File: config.mk
export PLATFORM = sky130hd
export DESIGN_NAME = pc_ifid_stage_flat
export DESIGN_NICKNAME = d
export VERILOG_FILES = /design/src/rtl/pc_ifid_stage_if.sv /design/src/rtl/pc_ifid_stage.sv /design/src/flat_wrapper.sv
export SDC_FILE = /design/constraint.sdc
export NUM_CORES = 1
export LEC_CHECK = 0
export CAP_MARGIN = 20
export CORE_MARGIN = 3
export CORE_UTILIZATION = 25
export CTS_BUF_LIST = sky130_fd_sc_hd__clkbuf_2
export CTS_CLUSTER_DIAMETER = 150
export DETAILED_ROUTE_END_ITERATION = 12
export GPL_TIMING_DRIVEN = 0
export HOLD_SLACK_MARGIN = 0.15
export PLACE_DENSITY_LB_ADDON = 0.15
export SLEW_MARGIN = 40
export SYNTH_ARGS = -nofsm -noshare
export SYNTH_HDL_FRONTEND = slang
export SYNTH_SLANG_ARGS = --single-unit
export TNS_END_PERCENT = 10
File: constraint.sdc
create_clock -name clk -period 2.7 [get_ports clk]
set_input_delay 0.81 -clock clk [delete_from_list [all_inputs] [get_ports clk]]
set_output_delay 0.81 -clock clk [all_outputs]
set_load 0.01 [all_outputs]
File: src/rtl/pc_ifid_stage_if.sv
// Bundle between the fetch-side control (next-PC mux, hazard unit, branch
// resolution, instruction memory) and the PC / IF-ID register stage.
interface pc_ifid_stage_if #(
    parameter int XLEN = 32
);
    logic [XLEN-1:0] next_pc;
    logic            stall;
    logic            flush;
    logic [XLEN-1:0] instr_in;
    logic [XLEN-1:0] pc;
    logic [XLEN-1:0] ifid_pc;
    logic [XLEN-1:0] ifid_pc_plus4;
    logic [XLEN-1:0] ifid_instr;
    logic            ifid_valid;
    logic            misalign;

    // Fetch-side control: drives the redirect/hazard inputs and the memory data.
    modport master (
        output next_pc, stall, flush, instr_in,
        input  pc, ifid_pc, ifid_pc_plus4, ifid_instr, ifid_valid, misalign
    );

    // The register stage itself.
    modport slave (
        input  next_pc, stall, flush, instr_in,
        output pc, ifid_pc, ifid_pc_plus4, ifid_instr, ifid_valid, misalign
    );
endinterface

File: src/rtl/pc_ifid_stage.sv
// Program counter plus IF/ID pipeline register with hazard stall, branch-redirect
// flush and a one-cycle flag for misaligned next-PC loads. All outputs are registered.
module pc_ifid_stage #(
    parameter int              XLEN      = 32,
    parameter logic [XLEN-1:0] RESET_PC  = '0,
    parameter logic [XLEN-1:0] NOP_INSTR = XLEN'(32'h0000_0013)
) (
    input  logic              clk,
    input  logic              rst,
    pc_ifid_stage_if.slave    bus
);

    typedef enum logic [1:0] {
        UPD_NORMAL,
        UPD_STALL,
        UPD_FLUSH
    } upd_e;

    upd_e            w_upd;
    logic [XLEN-1:0] w_next_pc_aligned;
    logic            w_next_misalign;
    logic [XLEN-1:0] w_pc_plus4;

    logic [XLEN-1:0] r_pc;
    logic [XLEN-1:0] r_ifid_pc;
    logic [XLEN-1:0] r_ifid_pc_plus4;
    logic [XLEN-1:0] r_ifid_instr;
    logic            r_ifid_valid;
    logic            r_misalign;

    // Flush outranks stall: a redirect must not be frozen behind a hazard.
    // NOTE: w_upd gets a default first so no path through this block infers a latch.
    always_comb begin
        w_upd = UPD_NORMAL;
        if (bus.flush) begin
            w_upd = UPD_FLUSH;
        end else if (bus.stall) begin
            w_upd = UPD_STALL;
        end
    end

    assign w_next_pc_aligned = {bus.next_pc[XLEN-1:2], 2'b00};
    assign w_next_misalign   = |bus.next_pc[1:0];
    assign w_pc_plus4        = r_pc + XLEN'(4);

    // NOTE: non-blocking assignments so every register samples pre-edge values.
    always_ff @(posedge clk) begin
        if (rst) begin
            r_pc            <= RESET_PC;
            r_ifid_pc       <= '0;
            r_ifid_pc_plus4 <= '0;
            r_ifid_instr    <= NOP_INSTR;
            r_ifid_valid    <= 1'b0;
            r_misalign      <= 1'b0;
        end else begin
            case (w_upd)
                UPD_FLUSH: begin
                    r_pc            <= w_next_pc_aligned;
                    r_ifid_pc       <= '0;
                    r_ifid_pc_plus4 <= '0;
                    r_ifid_instr    <= NOP_INSTR;
                    r_ifid_valid    <= 1'b0;
                    r_misalign      <= w_next_misalign;
                end
                UPD_STALL: begin
                    r_misalign      <= 1'b0;
                end
                default: begin
                    r_pc            <= w_next_pc_aligned;
                    r_ifid_pc       <= r_pc;
                    r_ifid_pc_plus4 <= w_pc_plus4;
                    r_ifid_instr    <= bus.instr_in;
                    r_ifid_valid    <= 1'b1;
                    r_misalign      <= w_next_misalign;
                end
            endcase
        end
    end

    assign bus.pc            = r_pc;
    assign bus.ifid_pc       = r_ifid_pc;
    assign bus.ifid_pc_plus4 = r_ifid_pc_plus4;
    assign bus.ifid_instr    = r_ifid_instr;
    assign bus.ifid_valid    = r_ifid_valid;
    assign bus.misalign      = r_misalign;

endmodule

File: src/flat_wrapper.sv
// flat-port wrapper written by rule: the top's interface ports become plain ports
module pc_ifid_stage_flat 
#(
    parameter int              XLEN      = 32,
    parameter logic [XLEN-1:0] RESET_PC  = '0,
    parameter logic [XLEN-1:0] NOP_INSTR = XLEN'(32'h0000_0013)
)
  (clk, rst, bus_next_pc, bus_stall, bus_flush, bus_instr_in, bus_pc, bus_ifid_pc, bus_ifid_pc_plus4, bus_ifid_instr, bus_ifid_valid, bus_misalign);
  pc_ifid_stage_if #(.XLEN(XLEN)) bus_i ();
  input  logic clk;
  input  logic rst;
  input wire logic [$bits(bus_i.next_pc)-1:0] bus_next_pc;
  input wire logic [$bits(bus_i.stall)-1:0] bus_stall;
  input wire logic [$bits(bus_i.flush)-1:0] bus_flush;
  input wire logic [$bits(bus_i.instr_in)-1:0] bus_instr_in;
  output wire logic [$bits(bus_i.pc)-1:0] bus_pc;
  output wire logic [$bits(bus_i.ifid_pc)-1:0] bus_ifid_pc;
  output wire logic [$bits(bus_i.ifid_pc_plus4)-1:0] bus_ifid_pc_plus4;
  output wire logic [$bits(bus_i.ifid_instr)-1:0] bus_ifid_instr;
  output wire logic [$bits(bus_i.ifid_valid)-1:0] bus_ifid_valid;
  output wire logic [$bits(bus_i.misalign)-1:0] bus_misalign;
  assign bus_i.next_pc = bus_next_pc;
  assign bus_i.stall = bus_stall;
  assign bus_i.flush = bus_flush;
  assign bus_i.instr_in = bus_instr_in;
  assign bus_pc = bus_i.pc;
  assign bus_ifid_pc = bus_i.ifid_pc;
  assign bus_ifid_pc_plus4 = bus_i.ifid_pc_plus4;
  assign bus_ifid_instr = bus_i.ifid_instr;
  assign bus_ifid_valid = bus_i.ifid_valid;
  assign bus_misalign = bus_i.misalign;
  pc_ifid_stage #(.XLEN(XLEN), .RESET_PC(RESET_PC), .NOP_INSTR(NOP_INSTR)) u_core (.clk(clk), .rst(rst), .bus(bus_i));
endmodule
==> qor.yml <==
status:
  outcome: "completed"
logic_synthesis:
  synth_edf_count: 0
  synth_top_cell_by_area: "dfxtp_1"
  synthTopCellsByCount: "dfxtp_1, nand2_1, nor2_1, mux2i_1, a21oi_1"
  synth-compound-area-share: 0.0826
  syn_inst: 544
  ys_seq_area_frac: 0.509
  synth_simple_gate_area_frac: 0.181
  synthMuxAreaShare: 0.129
  async_reset_ff_frac: 0
  synth_ff_type: "dfxtp_1"
  synth.distinct_cells: 37
  ys_warn_count: 0
  syn_avg_cell_area_um2: 8.97
  synth_top_area_frac: 0.509
  synth_top_family_by_area: "simple AND/OR/NAND/NOR gates"
  yosysMostFrequentCell: "dfxtp_1"
  yosys.area_share.adder: 0.00256
  ys_seq_elements: 124
  netlist_area_um2: 4880
  synth_area_leaders: "dfxtp_1, mux2i_1, nand2_1"
  synthXorXnorAreaFrac: 0.0503
routing:
  vias: 4486
  drc: 0
  wl_um: 16300
  routed_via_density: 4.35
  wl_met3_um: 1170
  drt_first_pass_iters: 4
  drt-met1-wl_um: 7720
  wl_per_cell_um: 15.8
  met2WireLength_um: 7170
  top_layer: "met4"
  drt-initial-drc-count: 210
  ant_nets: 0
sta:
  hold_viol: 0
  clock_skew_ns: 0.0278
  worstMarginPinSlew_ns: 0.856
  setup_violations: 0
  setup_ws_ns: 0.174
  min_period_over_period: 0.936
  hold_ws_ns: 0.468
  maxClockFrequency_mhz: 396
  finalCriticalPeriod_ns: 2.53
  rsz0062_at_grt: "false"
  maxSlewViolCount: 0
  slew_headroom: 0.429
floorplanning:
  num_rows: 50
  die_w_um: 146
  die_area_um2: 21200
  ios: 198
  fp.coreArea_um2: 19000
  die_h_um: 146
  start_util: 0.257
layout:
  postLayoutCoreUtil: 0.386
  nets: 826
  syn_to_final_growth_pct: 50.1
  layout-drive-gt1-share: 0.0831
  fin_area_um2: 7320
place:
  placedInstanceArea_um2: 7110
  dpl.hpwl_um: 12400
  io_buffer_count: 189
  gp_congestion: 0.768
  place_ws_ns: -0.298
worst_setup_path:
  critPathMaxStageDelay_ns: 0.58
  r2r_slack_ns: 0.54
  crit_family: "buffers and inverters"
  cp_cell_sequence: "clkdlybuf4s50_1"
  start_kind: "register"
  crit_fanout: 6
  path_buf_inv: 1
  cp.depth: 1
  r2r-start: "u_core.bus.pc[4]"
  cp.required_ns: 1.89
  arrival_ns: 1.72
  crit_end: "bus_pc[13]"
  rr_endpoint: "u_core.bus.ifid_pc_plus4[27]"
  crit_type: "register to output pin"
  slowest_stage: "clkdlybuf4s50_1"
  startpoint: "u_core.bus.pc[13]"
  reg2reg_depth: 7
  end_kind: "output pin"
pwr:
  cellPowerDensity_nw_per_um2: 479
  peakVddDrop_uv: 225
  leakagePower_nw: 2.75
clock_network:
  clk_latency_ns: 0.65
  cts-root-buf: "clkbuf_2"
  cts_made_buffers: 17
  htree_levels: 4
  cts.sinks: 124
  clkTransAtPathRegs_ns: 0.19
  clock_path_buffers: 2
  post_cts_buffers: 0
  cts_tree: "built"
global_route:
  grt_use_total: 0.154
  antenna_found_initial: 1
  grt_pass1_wl_um: 26000
  overflow: 0
  grt_max_degree: 17
  grt_pass1_vias: 4668
job:
  drv_cap: 0
min_path:
  hp-class: "register to register"
[layer usage]
layer  vias to the layer above  global-route usage
met1                      2064               0.198
li1                       2238                   -
met4                         0              0.0423
met3                        10              0.0623
met5                         -                   0
met2                       174               0.240
[per-stage QoR]
stage                     setup TNS [ns]  cells  power (mW)
final                                  0   1031        3.51
after global routing                   0   1031        3.72
after CTS                              0   1030        3.58
after detailed placement           -8.23    998        2.55
after global placement             -6.04    998        2.55
after floorplan                        0    549        2.24
[sequential cells by signal (all words and copies together) (netlist names)]
signal,flops
u_core.bus.misalign,1
u_core.bus.ifid_instr,32
u_core.bus.ifid_pc_plus4,30
u_core.bus.ifid_pc,30
u_core.bus.pc,30
u_core.bus.ifid_valid,1
[worst min-delay path by stage]
stage	from	endpoint	depth (start not counted)
finish	u_core.bus.ifid_pc_plus4[29]	u_core.bus.ifid_pc_plus4[29]	2
CTS	u_core.bus.ifid_pc_plus4[29]	u_core.bus.ifid_pc_plus4[29]	2
global route	u_core.bus.ifid_pc_plus4[29]	u_core.bus.ifid_pc_plus4[29]	2
detailed placement	u_core.bus.ifid_pc_plus4[29]	u_core.bus.ifid_pc_plus4[29]	2
global placement	u_core.bus.ifid_pc_plus4[29]	u_core.bus.ifid_pc_plus4[29]	2
floorplan	u_core.bus.ifid_pc_plus4[7]	u_core.bus.ifid_pc_plus4[7]	2
[final cells by class]
class	count	area (µm²)
Clock inverter	12	80.1
Tap cell	260	325
Multi-Input combinational cell	376	2200
Buffer	44	200
Inverter	5	18.8
Timing Repair Buffer	189	1890
Fill cell	1985	11600
Clock buffer	20	100
Sequential cell	124	2510
Antenna cell	1	2.50
[cells in the final DEF (no fill, tap or decap), types with 2 or more instances in the layout]
cell type          n
nor2_1            74
or3_1              2
o21ba_2            2
xnor2_1           23
dfxtp_1          105
nor4_1             4
and3_1             2
clkbuf_2          22
xor2_1             5
nand2_1           78
clkdlybuf4s50_1  189
buf_4              6
mux2i_1           63
nor3_1            12
inv_1              4
dfxtp_2           19
buf_2              2
clkbuf_1          26
o21ai_0           21
nand4_1            5
buf_1              7
nor4_2             2
conb_1             6
clkinv_2           4
nand3_1           12
a21oi_1           53
clkinv_1           7
[power breakdown]
group	switching [mW]	internal, mW	leakage, nW
Clock	0.678	0.317	0.122
Combinational	0.243	0.295	1.61
Sequential	0.0713	1.90	1.02
Total	0.992	2.52	2.75
[kinds of logic (layout without fill, tap and decap cells)]
logic type	Yosys count	in the layout
adder cells (fa/ha/maj)	1	1
AND/OR/NAND/NOR	200	200
other	1	7
buffers and inverters	49	270
flip-flops	124	124
XOR/XNOR	28	28
AO/OA/AOI/OAI	78	78
multiplexers	63	63
[repair_timing]
item | CTS | global route
gates resized for setup | 3 | 16
setup endpoints to repair | 3 | 16
hold buffers | 0 | 0
Power figures use the tool's default switching activity.
==> RTL change 1: new RTL, same flow settings <==
`XLEN` is set to 32 in 3 places; all go to 40.
--- a/src/rtl/pc_ifid_stage_if.sv
+++ b/src/rtl/pc_ifid_stage_if.sv
@@ -3,3 +3,3 @@
 interface pc_ifid_stage_if #(
-    parameter int XLEN = 32
+    parameter int XLEN = 40
 );
--- a/src/rtl/pc_ifid_stage.sv
+++ b/src/rtl/pc_ifid_stage.sv
@@ -3,3 +3,3 @@
 module pc_ifid_stage #(
-    parameter int              XLEN      = 32,
+    parameter int              XLEN      = 40,
     parameter logic [XLEN-1:0] RESET_PC  = '0,
--- a/src/flat_wrapper.sv
+++ b/src/flat_wrapper.sv
@@ -3,3 +3,3 @@
 #(
-    parameter int              XLEN      = 32,
+    parameter int              XLEN      = 40,
     parameter logic [XLEN-1:0] RESET_PC  = '0,
Interface: changed (6 resized); port bits go from 198 to 246. No check against the original RTL was run, so the function may have changed too.
==> RTL change 1 against the original RTL <==
  * Area after synthesis rose by 29%
  * Sequential cell count increased by 32
  * Global-route usage rose by 0.95 points
  * Register-to-register slack improved by 110 ps
  * Total power up 33%
  * Core utilization down 0.061 points
  * Sequential share of layout area down 0.20 points
  * Wire length grew 38%
  * Hold slack improved by 4.9 ps
  * First-iteration DRC count up 8.1%
  * Final area is 29% higher
  * Maximum frequency decreased by 1.5%
  * Worst setup slack got worse by 39 ps
  * Clock power grew 49%
  * Largest cell class unchanged
==> RTL change 1: results (changes against the original RTL) <==
WL met1 10,160 um (+32%); pre-CTS WS -556.5 ps (-258.8 ps); Comb power 682 uW (+27%); Vias 5,612 (+25%); PwrDens 492.7 nW/um2 (+2.8%); sequential share of the synthesized area 49.79% (-1.1 points); met1 Use GR 20.78% (+0.93 points); register area 3211 um2 (+28%); total track usage 16.37% (+0.95 points); met2 WL 10,360 um (+44%); CP peak stage delay between 500 and 600 ps; worst slew pin tran 664.0 ps (-191.7 ps); Hold Crit Class flop to flop; Hold Path Origin u_core.bus.ifid_pc_plus4[8]; Util after Layout 38.57% (-0.061 points); nonclk buf count 292 (+25%); most area-consuming cells after synthesis dfxtp_1 (50%), mux2i_1 (13%), nand2_1 (6.0%); drt total wl 22,410 um (+38%); crit path capture bus_pc[15]; R2R Path Start u_core.bus.pc[3]; Cell Area, Placed 9069 um2 (+27%); leak pwr 3.545 nW (+29%); CTS Root Cell clkbuf_2; first-pass GRT wire length 33,730 um (+30%); count of different cell masters after synthesis 43 (+16%); #MultiIn Comb 480 (+28%); number of flip-flops in the largest register 40 (+25%); clk tree area frac 2.865% (+0.40 points); gpl congestion 0.7308 (-4.8%); Internal 3.294 mW (+31%); proportion of layout cells with a drive suffix above 1 10.75% (+2.4 points); H-tree depth 4 (unchanged); Nets 1,039 (+26%); routed wl met3 1767 um (+51%); Worst-path clk slew 260 ps (+70 ps); GRT met3 Usage 6.170% (-0.059 points); RR Endpoint u_core.bus.ifid_pc_plus4[20]; multi-input logic area 2879 um2 (+31%); FFs & Latches 156 (+26%); buffering overhead 27.98% (-0.59 points); buffers added on ports 237 (+25%); initial drt markers 227 (+8.1%); Arr. time, crit path 1760 ps (+40 ps); Post CTS Setup Buffer Count 0 (unchanged); synth cell count leaders dfxtp_1 (156), nand2_1 (100), nor2_1 (95), mux2i_1 (81), a21oi_1 (67); M2 GR Usage 27.04% (+3.0 points); # fillers 2,537 (+28%); Non-CTS inverters 7 (+2); r2r setup slk 650 ps (+110 ps); worst setup margin 134.6 ps (-39.20 ps); worst-skew pair later-pin latency 720 ps (+70 ps); outcome finished, final reports clean; Hold Path Sink u_core.bus.ifid_pc_plus4[8]; largest net degree at the start of global routing 17 (unchanged); Clk. pwr 1.48 mW (+49%); maximum clock path buffer count 2 (unchanged); post-DP HPWL 16,160 um (+30%); Worst IR Drop VDD 0.3223 mV (+43%); Crit. Startpoint u_core.bus.pc[15]; Fin Clk Skew 26.34 ps (-1.420 ps)
## RTL change 1: changes by cell type after synthesis, sizes merged, moves of 7 or more
cell and change:
buf +7, mux2i +18, nor2 +21, a21oi +14, nand2 +22, dfxtp +32
## RTL change 1: what timing repair did
action                     CTS  global route
cloned                       0             0
resized for setup           31            23
setup endpoints to repair   29            23
## RTL change 1: cell families (layout without fill, tap and decap cells)
logic type	after synthesis	in the layout	synth area share, %
adders and majority gates	1	1	0.1994
and+or+nand+nor	259	259	19.63
muxes	81	81	12.93
AOI/OAI and AO/OA	101	101	8.318
xor gates and xnor gates	32	32	4.468
DFF	156	156	49.79
other	1	7	0.05979
buffers and inverters	62	331	4.608
## RTL change 1: stage by stage
| stage | hold slack, ps | std cells |
|---|---|---|
| after floorplan | 476.1 | 698 |
| after global placement | 443.1 | 1259 |
| after detailed placement | 448.5 | 1259 |
| after CTS | 476.2 | 1291 |
| after global routing | 465.0 | 1292 |
| final | 473.2 | 1292 |
==> RTL change 2: new RTL, config.mk and constraints unchanged <==
Made on the original files. Reset style: asynchronous (`rst`), changed in one clocked block.
--- a/src/rtl/pc_ifid_stage.sv
+++ b/src/rtl/pc_ifid_stage.sv
@@ -46,3 +46,3 @@
     // NOTE: non-blocking assignments so every register samples pre-edge values.
-    always_ff @(posedge clk) begin
+    always_ff @(posedge clk or posedge rst) begin
         if (rst) begin
Check against the original RTL: differs if rst is asserted again (counterexample within 4 cycles, from zero or initial values and one cycle with rst high); with rst held inactive, the same outputs for 10 cycles.
==> RTL change 2 against the original RTL <==
  * Total power rose by 12%
  * Sequential cell count did not move
  * Hold slack worse by 94 ps
  * Synthesized cell count fell by 7.9%
  * Die area grew 14%
  * Combinational power is 61% higher
  * Critical path type unchanged
  * Final area up 11%
  * Area after synthesis rose by 14%
  * Maximum frequency decreased by 1.6%
  * Wire length grew 11%
  * Clock skew shrank 4.0 ps
  * Worst setup slack got worse by 42 ps
  * Via count increased by 3.5%
==> RTL change 2: results (changes against the original RTL) <==
sequential cell area share 38.51% (+4.3 points); count of different cell masters after synthesis 48 (+30%); nonclk buf count 238 (+2.1%); Hold Crit Class input port to asynchronous set/reset pin; post-DP HPWL 13,500 um (+8.8%); clk tree area frac 1.905% (-0.56 points); maximum clock path buffer count 2 (unchanged); routed len/inst 17.76 um (+13%); DP Cell Count 980 (-1.8%); total track usage 14.95% (-0.47 points); Non-CTS inverters 13 (+8); most area-consuming cells after synthesis dfrtp_1 (54%), mux2i_1 (10%), nor2_1 (5.5%); Nets 788 (-4.6%); synth cell count leaders dfrtp_1 (121), nor2_1 (82), mux2i_1 (58), clkbuf_1 (26), mux2_2 (25); # fillers 2,228 (+12%); number of flip-flops in the largest register 32 (unchanged); buffering overhead 27.06% (-1.5 points); Worst IR Drop VDD 0.1956 mV (-13%); Arr. time, crit path 1760 ps (+40 ps); ant diodes 1 (unchanged); post-synthesis register bit count 124 (unchanged); sequential share of the synthesized area 55.69% (+4.8 points); Post CTS Setup Buffer Count 0 (unchanged); gpl congestion 0.7765 (+1.2%); fraction of area in multi-input gates 27.55% (-2.5 points); Cell Area, Placed 7944 um2 (+12%); worst slew pin tran 775.0 ps (-80.76 ps); proportion of layout cells with a drive suffix above 1 14.36% (+6.1 points); register area 3136 um2 (+25%); first-pass GRT wire length 28,110 um (+8.2%); outcome finished, final reports clean; Register-to-Register Path Depth 6 (-1); #MultiIn Comb 325 (-14%); CP top delay family buffers and inverters; pre-CTS WS -268.1 ps (+29.65 ps); Worst-path clk slew ~200 ps; DR vias/cell 4.590 (+5.5%); worst-skew pair later-pin latency 680 ps (+30 ps); mapped cell area 5579 um2 (+14%); leak pwr 3.470 nW (+26%); Vias 4,645 (+3.5%); ys async rst share 100.0% (+100 points); initial drt markers 194 (-7.6%); Syn Area/Cell 11.14 um2 (+24%); vias in the first global route 4,793 (+2.7%); largest net degree at the start of global routing 27 (+10)
-- RTL change 2: logic make-up after synthesis --
logic type	after synthesis	share of synthesized area, %
AND/OR/NAND/NOR	162	14.33
other	1	0.06722
buffers and inverters	57	4.440
multiplexers	83	15.45
XOR/XNOR	9	1.413
flip-flops	124	55.69
AO/OA/AOI/OAI	64	8.388
adder cells (fa/ha/maj)	1	0.2242
-- RTL change 2: per-layer routing --
layer  wire [um]  part of all wire, %  vias up  global-route usage, %
li1            -                    -     2210                      -
met1        8194                   46     2279                  19.91
met2        8450                   47      146                  23.84
met3        1168                  6.5       10                  4.395
met4         163                 0.91        0                  4.043
met5           0                    0        -                      0
-- RTL change 2: power by group --
| part | leakage [nW] | switching [mW] | internal (mW) | total [mW] |
|---|---|---|---|---|
| combinational | 1.79 | 0.393 | 0.472 | 0.865 |
| clock | 0.118 | 0.708 | 0.225 | 0.933 |
| sequential | 1.56 | 0.128 | 2.00 | 2.12 |
| total | 3.47 | 1.23 | 2.69 | 3.92 |
-- RTL change 2: what timing repair did --
item	4_1_cts	5_1_grt
pin swaps	0	0
resized for setup	17	12
endpoints found under the setup margin	16	12
hold buffers	0	0
-- RTL change 2: path summary, 6_finish.rpt --
kind	startpoint	end	slack [ps]
max in group asynchronous	rst	u_core.bus.pc[6]	1670
worst max register to register	u_core.bus.pc[2]	u_core.bus.ifid_pc_plus4[28]	230
worst min register to register	u_core.bus.ifid_pc_plus4[2]	u_core.bus.ifid_pc_plus4[2]	540
worst min-delay path	rst	u_core.bus.ifid_instr[14]	370
min in group clk	u_core.bus.ifid_pc_plus4[2]	u_core.bus.ifid_pc_plus4[2]	540
worst max-delay path	u_core.bus.pc[9]	bus_pc[9]	130
